--- src/rtl/sort_mem_pkg.sv ---
// Shared constants for the sort-array memory responder: response codes,
// read FSM state encodings and default widths.
package sort_mem_pkg;

  localparam int ADDR_WDTH_DEF = 4;
  localparam int DATA_WDTH_DEF = 32;
  localparam int RESP_WDTH_DEF = 1;

  localparam int RESP_OKAY   = 0;
  localparam int RESP_SLVERR = 1;

  typedef enum logic {
    RD_IDLE = 1'b0,
    RD_RESP = 1'b1
  } rd_state_e;

endpackage

--- src/rtl/sort_mem_responder_if.sv ---
// Read (AR/R) and write (AW/W/B) channels between the sort datapath and the
// memory responder. Every channel follows one rule: a transfer happens on a
// rising edge where valid and ready are both high; a source holds its payload
// stable while valid is high and ready is low.
interface sort_mem_responder_if #(
  parameter int ADDR_WDTH = 4,
  parameter int DATA_WDTH = 32,
  parameter int RESP_WDTH = 1
);
  logic                 ar_valid;
  logic                 ar_ready;
  logic [ADDR_WDTH-1:0] ar_address;
  logic                 r_valid;
  logic                 r_ready;
  logic [DATA_WDTH-1:0] r_data;
  logic [RESP_WDTH-1:0] r_resp;
  logic                 aw_valid;
  logic                 aw_ready;
  logic [ADDR_WDTH-1:0] write_addr;
  logic                 w_valid;
  logic                 w_ready;
  logic [DATA_WDTH-1:0] write_data;
  logic                 b_valid;
  logic                 b_ready;
  logic [RESP_WDTH-1:0] b_resp;

  modport master (
    output ar_valid, ar_address, r_ready, aw_valid, write_addr,
           w_valid, write_data, b_ready,
    input  ar_ready, r_valid, r_data, r_resp, aw_ready, w_ready,
           b_valid, b_resp
  );

  modport slave (
    input  ar_valid, ar_address, r_ready, aw_valid, write_addr,
           w_valid, write_data, b_ready,
    output ar_ready, r_valid, r_data, r_resp, aw_ready, w_ready,
           b_valid, b_resp
  );
endinterface

--- src/rtl/sort_mem_array.sv ---
// Register-array storage: one asynchronous read port, one synchronous write
// port with enable, whole array cleared by synchronous reset.
module sort_mem_array #(
  parameter int ADDR_WDTH = 4,
  parameter int DATA_WDTH = 32
) (
  input  logic                 clk,
  input  logic                 rst,
  input  logic                 we,
  input  logic [ADDR_WDTH-1:0] waddr,
  input  logic [DATA_WDTH-1:0] wdata,
  input  logic [ADDR_WDTH-1:0] raddr,
  output logic [DATA_WDTH-1:0] rdata
);
  localparam int DEPTH = 1 << ADDR_WDTH;

  logic [DATA_WDTH-1:0] mem [DEPTH];

  always_ff @(posedge clk) begin
    if (rst) begin
      for (int i = 0; i < DEPTH; i++) mem[i] <= '0;
    end else if (we) begin
      mem[waddr] <= wdata;
    end
  end

  assign rdata = mem[raddr];

endmodule

--- src/rtl/sort_mem_responder.sv ---
// Memory responder for the insertion-sort array: single-outstanding reads and
// writes with range checking against arr_size. Define SORT_MEM_WR_FIRST_EN
// for write-first read data on same-cycle same-address collisions.
module sort_mem_responder
  import sort_mem_pkg::*;
#(
  parameter int ADDR_WDTH = ADDR_WDTH_DEF,
  parameter int DATA_WDTH = DATA_WDTH_DEF,
  parameter int RESP_WDTH = RESP_WDTH_DEF
) (
  input  logic                  clk,
  input  logic                  rst,
  input  logic [ADDR_WDTH:0]    arr_size,
  sort_mem_responder_if.slave   bus,
  output rd_state_e             rd_state_dbg
);
  rd_state_e            rd_state;
  logic [DATA_WDTH-1:0] r_data_q;
  logic [RESP_WDTH-1:0] r_resp_q;

  logic                 aw_pending;
  logic [ADDR_WDTH-1:0] aw_addr_q;
  logic                 w_pending;
  logic [DATA_WDTH-1:0] w_data_q;
  logic                 b_valid_q;
  logic [RESP_WDTH-1:0] b_resp_q;

  logic                 ar_hs, aw_hs, w_hs, r_hs, b_hs;
  logic                 commit, wr_in_range, rd_in_range, we;
  logic [ADDR_WDTH-1:0] cmt_addr;
  logic [DATA_WDTH-1:0] cmt_data;
  logic [DATA_WDTH-1:0] rd_word, rd_sel;

  assign bus.ar_ready = (rd_state == RD_IDLE);
  assign bus.r_valid  = (rd_state == RD_RESP);
  assign bus.r_data   = r_data_q;
  assign bus.r_resp   = r_resp_q;
  assign bus.aw_ready = !aw_pending && !b_valid_q;
  assign bus.w_ready  = !w_pending && !b_valid_q;
  assign bus.b_valid  = b_valid_q;
  assign bus.b_resp   = b_resp_q;
  assign rd_state_dbg = rd_state;

  assign ar_hs = bus.ar_valid && bus.ar_ready;
  assign r_hs  = bus.r_valid && bus.r_ready;
  assign aw_hs = bus.aw_valid && bus.aw_ready;
  assign w_hs  = bus.w_valid && bus.w_ready;
  assign b_hs  = b_valid_q && bus.b_ready;

  // A held entry takes precedence: its channel cannot handshake while pending.
  assign commit   = (aw_pending || aw_hs) && (w_pending || w_hs);
  assign cmt_addr = aw_pending ? aw_addr_q : bus.write_addr;
  assign cmt_data = w_pending ? w_data_q : bus.write_data;

  assign wr_in_range = {1'b0, cmt_addr} < arr_size;
  assign rd_in_range = {1'b0, bus.ar_address} < arr_size;
  assign we          = commit && wr_in_range;

  sort_mem_array #(
    .ADDR_WDTH(ADDR_WDTH),
    .DATA_WDTH(DATA_WDTH)
  ) u_array (
    .clk  (clk),
    .rst  (rst),
    .we   (we),
    .waddr(cmt_addr),
    .wdata(cmt_data),
    .raddr(bus.ar_address),
    .rdata(rd_word)
  );

`ifdef SORT_MEM_WR_FIRST_EN
  assign rd_sel = (we && (cmt_addr == bus.ar_address)) ? cmt_data : rd_word;
`else
  assign rd_sel = rd_word;
`endif

  always_ff @(posedge clk) begin
    if (rst) begin
      rd_state <= RD_IDLE;
      r_data_q <= '0;
      r_resp_q <= '0;
    end else begin
      case (rd_state)
        RD_IDLE: if (ar_hs) begin
          rd_state <= RD_RESP;
          r_data_q <= rd_sel;
          r_resp_q <= rd_in_range ? RESP_WDTH'(RESP_OKAY) : RESP_WDTH'(RESP_SLVERR);
        end
        RD_RESP: if (r_hs) rd_state <= RD_IDLE;
        default: rd_state <= RD_IDLE;
      endcase
    end
  end

  always_ff @(posedge clk) begin
    if (rst) begin
      aw_pending <= 1'b0;
      aw_addr_q  <= '0;
      w_pending  <= 1'b0;
      w_data_q   <= '0;
      b_valid_q  <= 1'b0;
      b_resp_q   <= '0;
    end else begin
      if (commit) begin
        aw_pending <= 1'b0;
        w_pending  <= 1'b0;
        b_valid_q  <= 1'b1;
        b_resp_q   <= wr_in_range ? RESP_WDTH'(RESP_OKAY) : RESP_WDTH'(RESP_SLVERR);
      end else begin
        if (aw_hs) begin
          aw_pending <= 1'b1;
          aw_addr_q  <= bus.write_addr;
        end
        if (w_hs) begin
          w_pending <= 1'b1;
          w_data_q  <= bus.write_data;
        end
        if (b_hs) b_valid_q <= 1'b0;
      end
    end
  end

endmodule
--- src/flat_wrapper.sv ---
// flat-port wrapper written by rule: the top's interface ports become plain ports
module sort_mem_responder_flat import sort_mem_pkg::*;
#(
  parameter int ADDR_WDTH = ADDR_WDTH_DEF,
  parameter int DATA_WDTH = DATA_WDTH_DEF,
  parameter int RESP_WDTH = RESP_WDTH_DEF
)
  (clk, rst, arr_size, rd_state_dbg, bus_ar_valid, bus_ar_address, bus_r_ready, bus_aw_valid, bus_write_addr, bus_w_valid, bus_write_data, bus_b_ready, bus_ar_ready, bus_r_valid, bus_r_data, bus_r_resp, bus_aw_ready, bus_w_ready, bus_b_valid, bus_b_resp);
  sort_mem_responder_if #(.ADDR_WDTH(ADDR_WDTH), .DATA_WDTH(DATA_WDTH), .RESP_WDTH(RESP_WDTH)) bus_i ();
  input  logic clk;
  input  logic rst;
  input  logic [ADDR_WDTH:0] arr_size;
  output rd_state_e rd_state_dbg;
  input wire logic [$bits(bus_i.ar_valid)-1:0] bus_ar_valid;
  input wire logic [$bits(bus_i.ar_address)-1:0] bus_ar_address;
  input wire logic [$bits(bus_i.r_ready)-1:0] bus_r_ready;
  input wire logic [$bits(bus_i.aw_valid)-1:0] bus_aw_valid;
  input wire logic [$bits(bus_i.write_addr)-1:0] bus_write_addr;
  input wire logic [$bits(bus_i.w_valid)-1:0] bus_w_valid;
  input wire logic [$bits(bus_i.write_data)-1:0] bus_write_data;
  input wire logic [$bits(bus_i.b_ready)-1:0] bus_b_ready;
  output wire logic [$bits(bus_i.ar_ready)-1:0] bus_ar_ready;
  output wire logic [$bits(bus_i.r_valid)-1:0] bus_r_valid;
  output wire logic [$bits(bus_i.r_data)-1:0] bus_r_data;
  output wire logic [$bits(bus_i.r_resp)-1:0] bus_r_resp;
  output wire logic [$bits(bus_i.aw_ready)-1:0] bus_aw_ready;
  output wire logic [$bits(bus_i.w_ready)-1:0] bus_w_ready;
  output wire logic [$bits(bus_i.b_valid)-1:0] bus_b_valid;
  output wire logic [$bits(bus_i.b_resp)-1:0] bus_b_resp;
  assign bus_i.ar_valid = bus_ar_valid;
  assign bus_i.ar_address = bus_ar_address;
  assign bus_i.r_ready = bus_r_ready;
  assign bus_i.aw_valid = bus_aw_valid;
  assign bus_i.write_addr = bus_write_addr;
  assign bus_i.w_valid = bus_w_valid;
  assign bus_i.write_data = bus_write_data;
  assign bus_i.b_ready = bus_b_ready;
  assign bus_ar_ready = bus_i.ar_ready;
  assign bus_r_valid = bus_i.r_valid;
  assign bus_r_data = bus_i.r_data;
  assign bus_r_resp = bus_i.r_resp;
  assign bus_aw_ready = bus_i.aw_ready;
  assign bus_w_ready = bus_i.w_ready;
  assign bus_b_valid = bus_i.b_valid;
  assign bus_b_resp = bus_i.b_resp;
  sort_mem_responder #(.ADDR_WDTH(ADDR_WDTH), .DATA_WDTH(DATA_WDTH), .RESP_WDTH(RESP_WDTH)) u_core (.clk(clk), .rst(rst), .arr_size(arr_size), .bus(bus_i), .rd_state_dbg(rd_state_dbg));
endmodule
--- config.mk ---
export PLATFORM = sky130hd
export DESIGN_NAME = sort_mem_responder_flat
export DESIGN_NICKNAME = d
export VERILOG_FILES = /design/src/rtl/sort_mem_pkg.sv /design/src/rtl/sort_mem_responder_if.sv /design/src/rtl/sort_mem_array.sv /design/src/rtl/sort_mem_responder.sv /design/src/flat_wrapper.sv
export SDC_FILE = /design/constraint.sdc
export NUM_CORES = 1
export LEC_CHECK = 0
export BUFFER_PORTS_ARGS = -buffer_cell sky130_fd_sc_hd__buf_2
export CAP_MARGIN = 25
export CELL_PAD_IN_SITES_DETAIL_PLACEMENT = 2
export CELL_PAD_IN_SITES_GLOBAL_PLACEMENT = 2
export CORE_MARGIN = 1.5
export CORE_UTILIZATION = 39
export CTS_BUF_LIST = sky130_fd_sc_hd__clkbuf_8 sky130_fd_sc_hd__clkbuf_16
export DETAILED_ROUTE_END_ITERATION = 10
export PLACE_DENSITY_LB_ADDON = 0.15
export SLEW_MARGIN = 20
export SYNTH_ARGS = -nofsm -noshare
export SYNTH_HDL_FRONTEND = slang
export SYNTH_SLANG_ARGS = --single-unit
--- constraint.sdc ---
create_clock -name clk -period 3.6 [get_ports clk]
set_input_delay 0 -clock clk [delete_from_list [all_inputs] [get_ports clk]]
set_output_delay 0 -clock clk [all_outputs]
set_load 0.02 [all_outputs]
After elaboration in Yosys (flattened, before gate mapping). Memory sizes are Yosys's and may differ from the RTL's. A register that Yosys moved wholly into a read port is not among the register bits. Index checks and enable logic that the tools add are counted.

Bits in registers: 42. Bits in writable memories: 512. Input port bits: 52. Output and inout bits: 40. Word-level logic and storage cells: 50. Memories: 1.

Memories: u_core.u_array.mem (depth 16, bits a word 32, rd ports 1, clocked after memory_dff 1, wr ports 16, RTL line sort_mem_array.sv:17) `logic [DATA_WDTH-1:0] mem [DEPTH];`.

Order comparisons: 2. Mux-type cells: 17. Bitwise gates (word level): 2. Reductions and logical operators: 20.

Operators with widths (count): $mux 32 (2); $reduce_or 32->1 (1); $mux 1 (12); $lt 4x5->1 (2); $logic_and 1x1->1 (9); $mux 4 (2); $reduce_and 2->1 (3); $logic_not 1->1 (3); $logic_or 1x1->1 (2); $not 1->1 (2); $pmux 1 s2 (1); $reduce_bool 2->1 (1); $reduce_or 2->1 (1).

Depth between registers and ports, before layout. Gate-level depths: netlist of the first run.

Depth after elaboration: 11. Depth in mapped cells: 12. Gate-level depth less buffers: 8.

By module. From an unflattened synthesis of the first run, not the netlist that was laid out.

Cells, all modules: 1817. Area total of the unflattened synthesis: 26281.5 sq um.

By module, submodules not included: sort_mem_array (times used 1, cells an instance 1416, area each 22853.2 sq um, sequential area each 15374.7 sq um); sort_mem_responder (times used 1, cells an instance 401, area each 3428.3 sq um, sequential area each 1481.4 sq um).

Worst setup path after synthesis of the first run. OpenSTA, ideal clock, no wires.

Kind: register to register. Start point: register u_core.aw_pending. End point: memory u_core.u_array.mem[12][0], enable pin. Arrival time: 2.591 ns. Data required time: 3.212 ns. Slack: 0.621 ns. Stages on the path, launching flop included: 10. Cell sequence: dfxtp_1 > buf_2 > buf_2 > o21ai_0 > ha_1 > a211oi_1 > nor3_1 > nand2b_4 > nor3_1 > a21o_1.

RTL lines: start, declared (RTL line sort_mem_responder.sv:21) `logic aw_pending;`; start signal, assigned (RTL line sort_mem_responder.sv:98) `aw_pending <= 1'b0;`; start signal, assigned (RTL line sort_mem_responder.sv:106) `aw_pending <= 1'b0;`; start signal, assigned (RTL line sort_mem_responder.sv:112) `aw_pending <= 1'b1;`; end, declared (RTL line sort_mem_array.sv:17).

==> results of run 1 <==
## layer usage
layer / part of all wire [%] / routed length (microns)
met5: 0 / 0
met4: 1.7 / 1370
met3: 3.2 / 2560
met2: 51 / 41000
met1: 44 / 35400
## cells in the final DEF, fill, tap and decap left out, drive strengths merged, types with 2 or more instances in the layout
master	synthesis	layout
o22ai	4	4
a31o	3	3
edfxtp	512	512
mux4	128	128
buf	114	177
a211oi	2	2
o211ai	32	32
ha	6	6
nor3	520	520
o21ai	2	2
a22oi	32	32
o32ai	2	2
inv	9	34
dlygate4sd3	0	45
or3	4	4
nand2b	9	9
mux2i	69	69
clkinv	0	17
nand3b	3	3
clkbuf	96	75
bufinv	0	2
a21oi	41	41
dfxtp	74	74
nand2	101	101
clkinvlp	0	3
and2	3	3
nor2	12	12
a21o	14	14
## logic make-up (layout without fill, tap and decap cells)
family	Yosys count	count (layout)	share of synthesized area, %
AOI/OAI and AO/OA	132	132	3.40
adders and majority gates	6	6	0.287
buffers and inverters	219	353	3.84
DFF	586	586	64.5
muxes	197	197	13.7
and+or+nand+nor	659	659	14.2
## power groups by stage
stage	clock, uW	combinational, uW	sequential [uW]
after global placement	0	1690	7910
after floorplan	0	1010	7920
final	6510	1750	7790
after detailed placement	0	1730	7930
after global routing	6870	1860	7820
after CTS	6660	1770	7790
## state kept, by name, summed over array words and instances, names as in the netlist
signal	flops
u_core.bus.b_valid	1
u_core.aw_pending	1
u_core.w_pending	1
u_core.bus.r_resp	1
u_core.w_data_q	32
u_core.bus.b_resp	1
u_core.bus.r_valid	1
u_core.bus.r_data	32
u_core.aw_addr_q	4
u_core.u_array.mem	512
## synth_stat cells (all sizes together)
cell    instances
nor3b           1
nor2           12
a211oi          2
nand2         101
and3b           1
o211ai         32
a31o            3
nor4b           1
a22oi          32
and2            3
o32ai           2
or4b            1
nand2b          9
nor4            1
edfxtp        512
o21ai           2
ha              6
mux2i          69
nand3b          3
dfxtp          74
clkbuf         96
a21oi          41
a21o           14
o22ai           4
nor2b           1
inv             9
nor3          520
nand4b          1
mux4          128
buf           114
or3             4
## worst max path at each step
stage | endpoint | cells after the start | start | slack (ns)
floorplan | u_core.u_array.mem[12][0] | 9 | u_core.aw_pending | 0.62
global placement | u_core.u_array.mem[9][3] | 8 | u_core.aw_pending | 0.53
detailed placement | u_core.u_array.mem[0][5] | 9 | u_core.aw_pending | 0.39
CTS | u_core.u_array.mem[0][3] | 9 | u_core.aw_pending | 0.35
global route | u_core.u_array.mem[13][2] | 8 | u_core.aw_pending | 0.12
finish | u_core.u_array.mem[0][3] | 9 | u_core.aw_pending | 0.34
## layout make-up
| class | instances | area [sq um] |
|---|---|---|
| tap | 864 | 1080 |
| sequential | 586 | 16900 |
| clock inverter | 47 | 259 |
| fill | 6256 | 35600 |
| inverter | 9 | 33.8 |
| multi-input combinational | 994 | 8350 |
| clock buffer | 74 | 1820 |
| timing repair buffer | 223 | 1960 |
## metrics by stage
| stage | setup slack [ns] | util (%) |
|---|---|---|
| after floorplan | 0.621 | - |
| after global placement | 0.535 | 42.2 |
| after detailed placement | 0.390 | 42.2 |
| after CTS | 0.355 | 46.0 |
| after global routing | 0.122 | 46.0 |
| final | 0.339 | 46.0 |
## timing repair
action                                 in CTS  in global routing
buffers inserted                            0                  0
endpoints found under the hold margin      61                  0
hold buffers                               45                  0
==> results.toml, run 1 <==
[setup_path]
worstPathArrival_ns = 3.52
reg2reg_to = "u_core.u_array.mem[0][3]"
cp_max_fo = 32
end_kind = "register"
cpPeakStageDelay_ns = 0.66
cpLargestDelayFamily = "simple AND/OR/NAND/NOR gates"
critPathLaunchType = "register"
r2r-start = "u_core.aw_pending"
crit_required_ns = 3.86
slowest_stage = "dfxtp_1"
r2r_slack_ns = 0.34
path_class = "reg -> reg"
reg2reg_depth = 9
path_buf_inv = 2
path_cells = "mux2i_4 -> inv_2 -> ha_1 -> a211oi_1 -> nor3_1 -> nand2b_4 -> nor3_1 -> a21o_2 -> buf_12"
cpMostUsedCell = "nor3_1"

[synthesis]
seq_area_frac_synth_pct = 64.5
synth_area_leaders = "edfxtp_1 (59%), mux4_2 (11%), nor3_1 (8.0%)"
synth.distinct_cells = 40
synth_top_area_share_pct = 58.9
synth_cells = 1799
syn_area_per_cell_sq_um = 14.5
synth_warnings = 0
yosysTopAreaCell = "edfxtp_1"
synth_area_sq_um = 26100
synth_seq_cells = 586
syn-num-nets = 1857

[floorplanning]
ioPinCount = 92
core_sq_um = 66000
start_util_pct = 39.6
die_w_microns = 262
dieArea_sq_um = 68500
die_h_microns = 262
rows = 94

[routing]
first_iter_violations = 922
dr.pass1.iters = 7
drc = 2
wl_microns = 80300
vias = 16400
ant_nets = 0
wl_per_cell_microns = 28.7
vias_per_cell = 5.88

[sta]
fin_skew_ns = 0.0169
setup_viol = 0
tns_ns = 0
max_slew_margin_pct = 31.3
max_freq_mhz = 307
holdWs_ns = 0.0475
hold_violations = 0
worst_pin_slew_ns = 1.03
fin_crit_sh_pct = 90.6
slew_violations = 0
rsz0062_at_grt = "no"
layout_min_cycle_time_ns = 3.26

[global_routing]
grt_pass1_vias = 18700
grtUsageMet3_pct = 3.15
track_usage_pct = 24.1
grt_max_degree = 129
grt-busiest-layer = "met2"
met1_usage_pct = 32.1
antenna_found_initial = 1
grt_pass1_wl_microns = 121000
use_met2_pct = 42.0
gr-total-overflow = 0

[layout]
stdcell_count = 2797
design_area_sq_um = 30400
layout-drive-gt1-share_pct = 27.5
diodes = 0
syn2layout_area_growth_pct = 16.2
final_nets = 1939

[cts]
cts_resized = 0
cts_buffers = 67
cts.sinks = 586
clock_latency_ns = 0.60
clock_path_buffers = 3
cts_root_buffer = "clkbuf_16"
htree_levels = 3
cts_tree = "done"
path_clk_slew_ns = 0.06

[pwr]
p_sw_uw = 4050
p_comb_share_pct = 10.9
intPower_uw = 12000
clkPwrFrac_pct = 40.6
peakVddDrop_v = 0.000298
seq_power_share_pct = 48.5
powerDensity_nw_per_um2 = 529
total_power_uw = 16000
p_leak_uw = 0.00999
p_sw_share_pct = 25.2

[placed_design]
port-buffer-count = 91
place_congestion = 0.734
place_inst = 2631
dpl-instance-area_sq_um = 27800
dpl.hpwl_microns = 44600

[hold_path]
holdPathStages = 2
hp-class = "in -> reg"
hp-start = "rst"
whs_endpoint = "u_core.aw_addr_q[3]"

[status]
outcome = "finished with violations"
violations = "design-rule violations"

[run]
max_cap_viol_count = 0
No activity file was read; power rests on OpenSTA's default activity.
==> run 2, diff against run 1 <==
- PLACE_DENSITY_LB_ADDON: 0.15 -> 0.1
==> run 2 against run 1 <==
The run still ends with design-rule violations left. Largest power group unchanged. Sequential power about the same. Flip-flop and latch count is the same. Non-clock buffer count grew 14. Clock power grew 1%. Combinational power about the same. Wire length increased by 3.0%. Clock skew up 0.015 ns. Register-to-register slack lost 0.08 ns. Utilization is 0.16 points higher. Cell count increased by 0.64%. Total power up 0.72%.
==> results.toml, run 2 (synthesis results as in run 1) <==
[setup_path]
crit_required_ns = 3.91
reg2reg_depth = 9
end_kind = "register"
cp_max_fo = 32
worstPathArrival_ns = 3.65
path_class = "reg -> reg"
critPathLaunchType = "register"

[pwr]
seq_power_share_pct = 48.2
clkPwrFrac_pct = 40.8
p_sw_share_pct = 25.4
p_sw_uw = 4110
powerDensity_nw_per_um2 = 531
p_comb_share_pct = 10.9
p_leak_uw = 0.0101
peakVddDrop_v = 0.000362
total_power_uw = 16200
intPower_uw = 12100

[cts]
cts_resized = 0
hold_buffers = 46
path_clk_slew_ns = 0.05
post_cts_buffers = 0
clock_latency_ns = 0.61
cts_buffers = 68
cts_tree = "done"
htree_levels = 3
cts_root_buffer = "clkbuf_16"
clock_path_buffers = 3
cts.sinks = 586

[run]
max_cap_viol_count = 0

[routing]
wl_per_cell_microns = 29.4
vias = 16600
first_iter_violations = 1126
drc = 3
ant_nets = 0
dr.pass1.iters = 8
wl_microns = 82700
vias_per_cell = 5.91

[sta]
hold_violations = 0
tns_ns = 0
fin_crit_sh_pct = 92.7
rsz0062_at_grt = "no"
worst_pin_slew_ns = 1.04
layout_min_cycle_time_ns = 3.34
max_freq_mhz = 300
holdWs_ns = 0.0207
fin_skew_ns = 0.0314
max_slew_margin_pct = 30.7
worst_slack_ns = 0.263
setup_viol = 0
slew_violations = 0

[floorplanning]
die_h_microns = 262
start_util_pct = 39.6
die_w_microns = 262
core_sq_um = 66000
ioPinCount = 92
dieArea_sq_um = 68500
rows = 94

[global_routing]
track_usage_pct = 24.9
grt_pass1_wl_microns = 124000
grt_pass1_vias = 18700
grt_max_degree = 73
antenna_found_initial = 3
gr-total-overflow = 0

[hold_path]
holdPathStages = 2
hp-class = "in -> reg"

[placed_design]
dp_slack_ns = 0.244
port-buffer-count = 91
dpl.hpwl_microns = 46400
place_congestion = 0.716

[status]
outcome = "finished with violations"
violations = "design-rule violations"

[layout]
diodes = 0
most-common-layout-cells = "edfxtp_1 (512), nor3_1 (420), mux4_2 (128)"
layout_commonest_cell = "edfxtp_1"
regMostFlops = "u_core.u_array.mem"
syn2layout_area_growth_pct = 16.6
largest_reg_flops = 512
layout-drive-gt1-share_pct = 27.9
final_nets = 1954
utilization_pct = 46.2
## run 2: changes by cell type in the layout (fill, tap and decap cells not counted), moves of 2 or more
cell,before,now
buf_4,56,73
clkinv_1,6,4
clkinv_2,11,5
clkbuf_8,4,11
buf_12,31,27
clkinvlp_4,3,0
inv_6,1,5
inv_1,31,36
## run 2: power groups by stage
| stage | logic (uW) | registers, uW | clock network, uW |
|---|---|---|---|
| 3_3_place_gp | 1700 | 7920 | 0 |
| 2_1_floorplan | 1010 | 7920 | 0 |
| 4_1_cts | 1780 | 7800 | 6740 |
| 5_1_grt | 1880 | 7820 | 6990 |
| 6_report | 1760 | 7800 | 6600 |
| 3_5_place_dp | 1740 | 7940 | 0 |
## run 2: layer usage
| layer | routed length (microns) | track usage [%] | part of all wire [%] |
|---|---|---|---|
| met1 | 36300 | 33.8 | 44 |
| met2 | 41800 | 42.7 | 51 |
| met3 | 2880 | 3.07 | 3.5 |
| met4 | 1740 | 6.02 | 2.1 |
| met5 | 0 | 0 | 0 |
## run 2: cell type report
| class | instances | area [sq um] |
|---|---|---|
| fillers | 6211 | 35500 |
| clock buffers | 80 | 1890 |
| multi-input cells | 994 | 8350 |
| repair buffers | 237 | 2020 |
| clock inverters | 45 | 239 |
| flip-flops and latches | 586 | 16900 |
| well taps | 864 | 1080 |
| inverters | 9 | 33.8 |
## run 2: worst max-delay path: stages, from the launching register on
cell and delay (ns):
dfxtp_1 0.67, nand2b_1 0.24, nand2_1 0.08, ha_1 0.30
nor2_1 0.05, nor3_1 0.38, nand2b_4 0.26, or3_4 0.55
buf_4 0.39, nor3_1 0.12
## run 2: path summary, 6_finish.rpt
check	to	startpoint	slack, ns
worst max-delay path	u_core.u_array.mem[0][25]	u_core.aw_pending	0.26
worst min register to register	u_core.w_data_q[0]	u_core.w_data_q[0]	0.46
worst max register to register	u_core.u_array.mem[0][25]	u_core.aw_pending	0.26
worst min-delay path	u_core.aw_addr_q[1]	rst	0.02
## run 2: through the flow
stage / area [sq um] / std cells
after global placement: 27900 / 2644
after global routing: 30500 / 2815
after detailed placement: 27900 / 2644
after floorplan: 26100 / 1799
after CTS: 30500 / 2815
final: 30500 / 2815
